**src/rtl/mips_pipe_pkg.sv**
```systemverilog
// Shared types and constants for the MIPS pipeline front-end hazard control.
package mips_pipe_pkg;

  typedef enum logic [1:0] {
    RUN      = 2'd0,
    FLUSH    = 2'd1,
    DIV_WAIT = 2'd2
  } hz_state_e;

  localparam logic [4:0]  REG_ZERO  = 5'd0;
  localparam logic [31:0] NOP_INSTR = 32'h0000_0000;

endpackage

```
**src/rtl/hazard_stall_timer.sv**
```systemverilog
// Loadable down-counter shared by the FLUSH and DIV_WAIT states; saturates at zero.
module hazard_stall_timer #(
  parameter int unsigned W = 6
) (
  input  logic         clk_i,
  input  logic         rst_ni,
  input  logic         load_i,
  input  logic [W-1:0] load_val_i,
  input  logic         dec_i,
  output logic         zero_o
);

  logic [W-1:0] cnt_q, cnt_d;

  always_comb begin
    cnt_d = cnt_q;
    if (load_i) begin
      cnt_d = load_val_i;
    end else if (dec_i && (cnt_q != '0)) begin
      cnt_d = cnt_q - 1'b1;
    end
  end

  always_ff @(posedge clk_i or negedge rst_ni) begin
    if (!rst_ni) begin
      cnt_q <= '0;
    end else begin
      cnt_q <= cnt_d;
    end
  end

  assign zero_o = (cnt_q == '0);

endmodule

```
**src/rtl/pipeline_hazard_ctrl.sv**
```systemverilog
// IF/ID and PC sequencing: load-use stall, branch flush, DIV front-end hold.
// Optional performance counters enabled by defining HAZARD_PERF_CNT_EN.
module pipeline_hazard_ctrl
  import mips_pipe_pkg::*;
#(
  parameter int unsigned DIV_LATENCY    = 34,
  parameter int unsigned BRANCH_PENALTY = 1,
  parameter int unsigned CNT_W          = 32
) (
  input  logic             clk,
  input  logic             rst_n,
  input  logic [4:0]       ifid_rs,
  input  logic [4:0]       ifid_rt,
  input  logic             ifid_uses_rt,
  input  logic             ifid_is_div,
  input  logic             idex_mem_read,
  input  logic [4:0]       idex_rt,
  input  logic             branch_taken,
  output logic             pc_write,
  output logic             ifid_write,
  output logic             ifid_flush,
  output logic             idex_bubble,
  output logic             div_busy,
  output logic [CNT_W-1:0] stall_cnt,
  output logic [CNT_W-1:0] flush_cnt
);

  localparam int unsigned TMAX = (DIV_LATENCY > BRANCH_PENALTY) ? DIV_LATENCY : BRANCH_PENALTY;
  localparam int unsigned TW   = $clog2(TMAX + 1);
  localparam logic [TW-1:0] DIV_LOAD = TW'(DIV_LATENCY - 1);
  localparam logic [TW-1:0] FL_LOAD  = (BRANCH_PENALTY > 1) ? TW'(BRANCH_PENALTY - 2) : '0;

  hz_state_e   state_q, state_d;
  logic        load_use;
  logic        tmr_load, tmr_dec, tmr_zero;
  logic [TW-1:0] tmr_load_val;

  assign load_use = idex_mem_read && (idex_rt != REG_ZERO) &&
                    ((idex_rt == ifid_rs) || (ifid_uses_rt && (idex_rt == ifid_rt)));

  hazard_stall_timer #(
    .W (TW)
  ) u_timer (
    .clk_i      (clk),
    .rst_ni     (rst_n),
    .load_i     (tmr_load),
    .load_val_i (tmr_load_val),
    .dec_i      (tmr_dec),
    .zero_o     (tmr_zero)
  );

  always_comb begin
    state_d      = state_q;
    tmr_load     = 1'b0;
    tmr_load_val = '0;
    tmr_dec      = 1'b0;
    pc_write     = 1'b1;
    ifid_write   = 1'b1;
    ifid_flush   = 1'b0;
    idex_bubble  = 1'b0;
    div_busy     = 1'b0;
    unique case (state_q)
      RUN: begin
        if (branch_taken) begin
          ifid_flush  = 1'b1;
          idex_bubble = 1'b1;
          if (BRANCH_PENALTY > 1) begin
            state_d      = FLUSH;
            tmr_load     = 1'b1;
            tmr_load_val = FL_LOAD;
          end
        end else if (load_use) begin
          pc_write    = 1'b0;
          ifid_write  = 1'b0;
          idex_bubble = 1'b1;
        end else if (ifid_is_div) begin
          state_d      = DIV_WAIT;
          tmr_load     = 1'b1;
          tmr_load_val = DIV_LOAD;
        end
      end
      FLUSH: begin
        ifid_flush  = 1'b1;
        idex_bubble = 1'b1;
        tmr_dec     = 1'b1;
        if (tmr_zero) state_d = RUN;
      end
      DIV_WAIT: begin
        pc_write    = 1'b0;
        ifid_write  = 1'b0;
        idex_bubble = 1'b1;
        div_busy    = 1'b1;
        tmr_dec     = 1'b1;
        if (tmr_zero) state_d = RUN;
      end
      default: state_d = RUN;
    endcase
    // Reset overrides every enable combinationally, not just at the next edge.
    if (!rst_n) begin
      pc_write    = 1'b0;
      ifid_write  = 1'b0;
      ifid_flush  = 1'b1;
      idex_bubble = 1'b1;
      div_busy    = 1'b0;
    end
  end

  always_ff @(posedge clk or negedge rst_n) begin
    if (!rst_n) begin
      state_q <= RUN;
    end else begin
      state_q <= state_d;
    end
  end

`ifdef HAZARD_PERF_CNT_EN
  logic [CNT_W-1:0] stall_cnt_q, flush_cnt_q;
  logic             br_accept;

  assign br_accept = (state_q == RUN) && branch_taken;

  always_ff @(posedge clk or negedge rst_n) begin
    if (!rst_n) begin
      stall_cnt_q <= '0;
      flush_cnt_q <= '0;
    end else begin
      if (!pc_write && (stall_cnt_q != '1)) stall_cnt_q <= stall_cnt_q + 1'b1;
      if (br_accept && (flush_cnt_q != '1)) flush_cnt_q <= flush_cnt_q + 1'b1;
    end
  end

  assign stall_cnt = stall_cnt_q;
  assign flush_cnt = flush_cnt_q;
`else
  assign stall_cnt = '0;
  assign flush_cnt = '0;
`endif

endmodule
```
**config.mk**
```make
export PLATFORM = sky130hd
export DESIGN_NAME = pipeline_hazard_ctrl
export DESIGN_NICKNAME = d
export VERILOG_FILES = /design/src/rtl/mips_pipe_pkg.sv /design/src/rtl/hazard_stall_timer.sv /design/src/rtl/pipeline_hazard_ctrl.sv
export SDC_FILE = /design/constraint.sdc
export NUM_CORES = 1
export LEC_CHECK = 0
export BUFFER_PORTS_ARGS = -buffer_cell sky130_fd_sc_hd__buf_4
export CORE_MARGIN = 1
export CORE_UTILIZATION = 39
export CTS_CLUSTER_SIZE = 14
export DETAILED_ROUTE_END_ITERATION = 6
export GPL_TIMING_DRIVEN = 0
export PLACE_DENSITY = 0.81
export RECOVER_POWER = 50
export SETUP_SLACK_MARGIN = 0.05
export SLEW_MARGIN = 15
export SYNTH_ARGS = -nofsm -noshare
export SYNTH_HDL_FRONTEND = slang
export SYNTH_HIERARCHICAL = 1
export SYNTH_SLANG_ARGS = --single-unit
export TNS_END_PERCENT = 50
```
**constraint.sdc**
```tcl
create_clock -name clk -period 1.9 [get_ports clk]
set_clock_uncertainty 0.05 [all_clocks]
set_input_delay 0.38 -clock clk [delete_from_list [all_inputs] [get_ports clk]]
set_output_delay 0.38 -clock clk [all_outputs]
set_load 0.1 [all_outputs]
```
After elaboration in Yosys (flattened, before gate mapping) --
Cells that the tools add are included. W data, S select, Z words.
Cells by class: reduce and logical (&&, ||, !) cells 12, eq/ne operators 8, mux-type cells 29, add/sub/neg operators 1
Operator list (number):
- $mux W6 | 6
- $mux W1 | 15
- $eq A5 B5 Y1 | 2
- $mux W2 | 4
- $logic_not A6 Y1 | 1
- $ne A2 B2 Y1 const B | 3
- $pmux W1 S2 | 3
- $reduce_bool A6 Y1 | 1
- $sub A6 B1 Y6 const B | 1
- $reduce_bool A5 Y1 | 1
- $logic_and A1 B1 Y1 | 4
- $pmux W2 S2 | 1
- $reduce_and A4 Y1 | 1
- $eq A2 B1 Y1 const B | 1
- $eq A2 B2 Y1 const B | 1
- $logic_not A2 Y1 | 1
- $ne A2 B1 Y1 const B | 1
- $reduce_bool A2 Y1 | 1
- $reduce_or A2 Y1 | 1
- $logic_or A1 B1 Y1 | 1
Storage, ports and cells: register bits after elaboration 8, output and inout port bits 69, logic and storage cells 52

Longest topological paths before layout --
depth in word-level cells 8, mapped depth 9, mapped depth without buffers 8

Hierarchy --
The synthesis kept the hierarchy.
By module, submodules not included:
- pipeline_hazard_ctrl | area each 691.9 sq um, cells each 94, instances 1
- hazard_stall_timer | area each 395.4 sq um, cells each 44, instances 1

Worst setup path after synthesis --
No wires, ideal clock.
kind input port to output port, start point in idex_rt[3], end point out pc_write, stages 5, slack -1.659 ns, buffers on the path 1, arrival 3.129 ns, cell sequence or4_1 o21ai_1 a21oi_1 a21oi_1 buf_4
On the way: cells in the longest elaborated chain, start to end 8, elaborated cells on any way between the ends 11, classes of those cells 2 x eq/ne; 4 x mux; 5 x reduce/logical
Ends and longest elaborated chain:
- start, declared | line pipeline_hazard_ctrl.sv:17 | input logic [4:0] idex_rt,
- $eq A5 B5 Y1 | line pipeline_hazard_ctrl.sv:39 | ((idex_rt == ifid_rs) || (ifid_uses_rt && (idex_rt == ifid_rt)));
- $logic_and A1 B1 Y1 | line pipeline_hazard_ctrl.sv:39
- $logic_or A1 B1 Y1 | line pipeline_hazard_ctrl.sv:39
- $logic_and A1 B1 Y1 * | line pipeline_hazard_ctrl.sv:38 | assign load_use = idex_mem_read && (idex_rt != REG_ZERO) &&
- $mux W1 * (2 in series)
- $pmux W1 S2 *
- $mux W1 *
- end, declared | line pipeline_hazard_ctrl.sv:19 | output logic pc_write,
Every way passes the cells marked *; elsewhere a longest branch is shown, timed or not.

Final worst setup path --
start point in idex_rt[1], end point out idex_bubble
On the way: cells in the longest elaborated chain, start to end 8, elaborated cells on any way between the ends 11, classes of those cells 2 x eq/ne; 4 x mux; 5 x reduce/logical
Ends and longest elaborated chain:
- $eq A5 B5 Y1 | line pipeline_hazard_ctrl.sv:39
- $logic_and A1 B1 Y1 | line pipeline_hazard_ctrl.sv:39
- $logic_or A1 B1 Y1 | line pipeline_hazard_ctrl.sv:39
- $logic_and A1 B1 Y1 * | line pipeline_hazard_ctrl.sv:38
- $mux W1 * | line pipeline_hazard_ctrl.sv:72 | end else if (load_use) begin
- $mux W1 * | line pipeline_hazard_ctrl.sv:64 | if (branch_taken) begin
- $pmux W1 S2 * | line pipeline_hazard_ctrl.sv:62 | unique case (state_q)
- $mux W1 * | line pipeline_hazard_ctrl.sv:99 | if (!rst_n) begin
- end, declared | line pipeline_hazard_ctrl.sv:22 | output logic idex_bubble,
Marks and branches as above.

==> summary.md <==
| Metric | Value |
|---|---|
| Slew Limit Fails | 0 |
| WP data arrival | 1.77 ns |
| Cell family with most CP delay | simple AND/OR/NAND/NOR gates |
| Most common cell after layout, fill and taps aside | buf_4 |
| CP Cell Sequence | buf_8 > or4_4 > o21ai_4 > a21oi_4 > or3_4 > buf_12 |
| Clock power frac | between 10% and 20% |
| Endpoints failing setup | 9 |
| Share of layout cells above drive strength 1 | between 40% and 50% |
| Max-Cap Viols | 0 |
| Worst Path Buf+Inv | 2 |
| Final Hold Viols | 0 |
| Die ar. | 3000 um^2 |
| H-tree depth | 1 |
| Cells after synthesis | between 100 and 150 |
| Register bit total from synthesis | 7 |
| Clk pin slew, worst setup/hold paths | 0.05 ns |
| Period utilization | 116% |
| # IOs | 90 |
| Setup WS pre-CTS | -0.680 ns |
| Total design power | ~1.0 mW |
| Synth unique cells | 31 |
| DRC viols | 0 |
| Synth-to-Final Area Change | 65.7% |
| Critical path depth in cells | 6 |
| Post-place instance area | roughly 1600 um^2 |
| Fin worst setup slack | -0.305 ns |
| Switch share | approximately 64% |
| Sequential fraction of the synthesis area | between 15 and 20% |
| First-pass GRT wire length | around 3300 um |
| Most common flop cell mapped by yosys | dfrtp_1 |
| Largest net degree at the start of global routing | 11 |
| DRT Pass-1 Iters | 4 |
| Failing checks | setup timing |
| Vias in the first global route | ~840 |
| # port buffers | 25 |
| RSZ-0062 raised after global routing | yes |
| Post-DP HPWL | between 1500 and 2000 um |
| Post-Route WL | between 2000 and 2500 um |
| CP max FO | 3 |
| Initial antenna violation count | 0 |
| Status | complete, but fails checks |
| GRT Residual Overflow | 0 |
| Crit start category | primary input |
| Critical Path RT | about 1.5 ns |
| CTS buffer count | 3 |
| NetSw | about 0.67 mW |
| R2R cell count | 3 |
| Critical path endpoint category | output port |
| Worst setup path class | in -> out |
| Ant. Diodes | 0 |
| EDFF count, synth | 0 |
| Tot GR Track Use | 15.2% |
| Fmax achieved | ~450 MHz |
| Tmin final | 2.20 ns |
| Clk Latency, worst-skew pair | around 0.25 ns |
| Row cnt | 18 |
| Core ar. | about 2500 um^2 |
| Via count | 1,009 |
| Clock Path Buffers | 2 |
| Post-Syn Area | about 1100 um^2 |
| DRT iter0 DRCs | 9 |
| Setup_tns | -1.68 ns |
| Logic pwr share | roughly 73% |
| Drt via density | between 3 and 4 |
| Lkg Pwr | slightly above 1 nW |
| TritonCTS clock tree | built |
| Sequential power share | 14.3% |
| Syn avg cell area | ~7.9 um^2 |
| Die Height | between 50 and 60 um |
| Design Area, Final | 1800 um^2 |
| Root Buffer | clkbuf_4 |
| R2R Setup Slk | about 0.090 ns |
| Most frequent cells in the layout | buf_4, conb_1, xor2_1, dfrtp_1, buf_6 |
| Post-route ant nets | 0 |
| HP Class | in -> reg |
| Largest stage delay, worst path | roughly 0.54 ns |
| Ys async rst share | 100% |
| Sink Count | 7 |
| Hold path depth | 3 |
| Final Net Count | between 200 and 300 |
| VDD IR-drop max | between 0.4 and 0.5 mV |
| Placer Congestion | between 0.7 and 0.8 |
| Power per standard cell area | between 500 and 600 nW/um^2 |
| Initial Util | a little over two fifths |
| Internal | around 0.38 mW |
| Final Util | about 70% |
| CP max stage cell | or4_4 |
| Routed len/inst | ~8.4 um |
| Ys Warns | 6 |
| Die Wd | around 55 um |
worst reg2reg max path, delay by kind of cell (launching register included):
family | cells | cell delay [ns]
AND/OR/NAND/NOR | 2 | 0.98
flip-flops | 1 | 0.52
AO/OA/AOI/OAI | 1 | 0.19
cell type report:
cell class	instances	area (um^2)
fill	206	743
multi-input combinational	125	698
buffer	67	517
timing repair buffer	33	322
sequential	7	175
tap	30	37.5
clock buffer	4	26.3
inverter	6	26.3
metal layers:
metal / global-route usage (%) / share of wire (%) / up-vias
li1: - / - / 540
met1: 14.3 / 35 / 421
met2: 32.1 / 56 / 48
met3: 4.17 / 8.8 / 0
met4: 1.28 / 0 / 0
met5: 0 / 0 / -
registers in the layout, summed over array words and instances (netlist names):
name           cells
u_timer/cnt_q      6
state_q            1
cell families (layout without fill, tap and decap cells):
kind of cell	after synthesis	after routing	share of synthesized area, %
AND/OR/NAND/NOR	26	26	13.8
XOR/XNOR	10	10	8.06
other	1	68	0.345
adder cells (fa/ha/maj)	2	2	2.30
flip-flops	7	7	16.1
buffers and inverters	73	110	47.8
AO/OA/AOI/OAI	19	19	11.6
synth_stat cells, drive strengths merged (2+ instances only):
master | count | area [um^2]
or4 | 4 | 30.0
xor2 | 7 | 61.3
xnor2 | 3 | 26.3
or3b | 3 | 26.3
ha | 2 | 25.0
buf | 67 | 497
a21oi | 4 | 20.0
o211ai | 2 | 15.0
o21ai | 3 | 15.0
nor2 | 4 | 15.0
o31ai | 2 | 15.0
nand3 | 4 | 20.0
o2111ai | 2 | 17.5
or3 | 2 | 12.5
nand2 | 4 | 15.0
dfrtp | 7 | 175
a31oi | 2 | 12.5
o22ai | 2 | 12.5
inv | 6 | 22.5
power by group through the flow:
stage	Combinational, mW	Clock, mW	Sequential [mW]
2_1_floorplan	0.690	0	0.152
3_3_place_gp	0.736	0	0.152
3_5_place_dp	0.737	0	0.152
4_1_cts	0.754	0.141	0.149
5_1_grt	0.786	0.153	0.149
6_report	0.762	0.133	0.149
stage by stage:
stage	cells	hold WS, ns
finish	272	0.468
global route	272	0.479
CTS	272	0.438
detailed placement	260	0.159
global placement	260	0.161
floorplan	205	0.0344
what timing repair did:
action,in CTS,in global routing
endpoints found under the setup margin,9,9
cloned,0,0
hold endpoints to repair,7,0
hold buffers,1,0
resized for setup,26,3
buffers inserted,7,0
pin swaps,13,2
final timing paths:
path	from	endpoint
min in group asynchronous	rst_n	u_timer/cnt_q[4]
max	idex_rt[1]	idex_bubble
max reg2reg	state_q[1]	u_timer/cnt_q[3]
min	ifid_is_div	state_q[1]
min reg2reg	u_timer/cnt_q[4]	u_timer/cnt_q[4]
max in group asynchronous	rst_n	u_timer/cnt_q[2]
(Power assumes the default switching activity.)
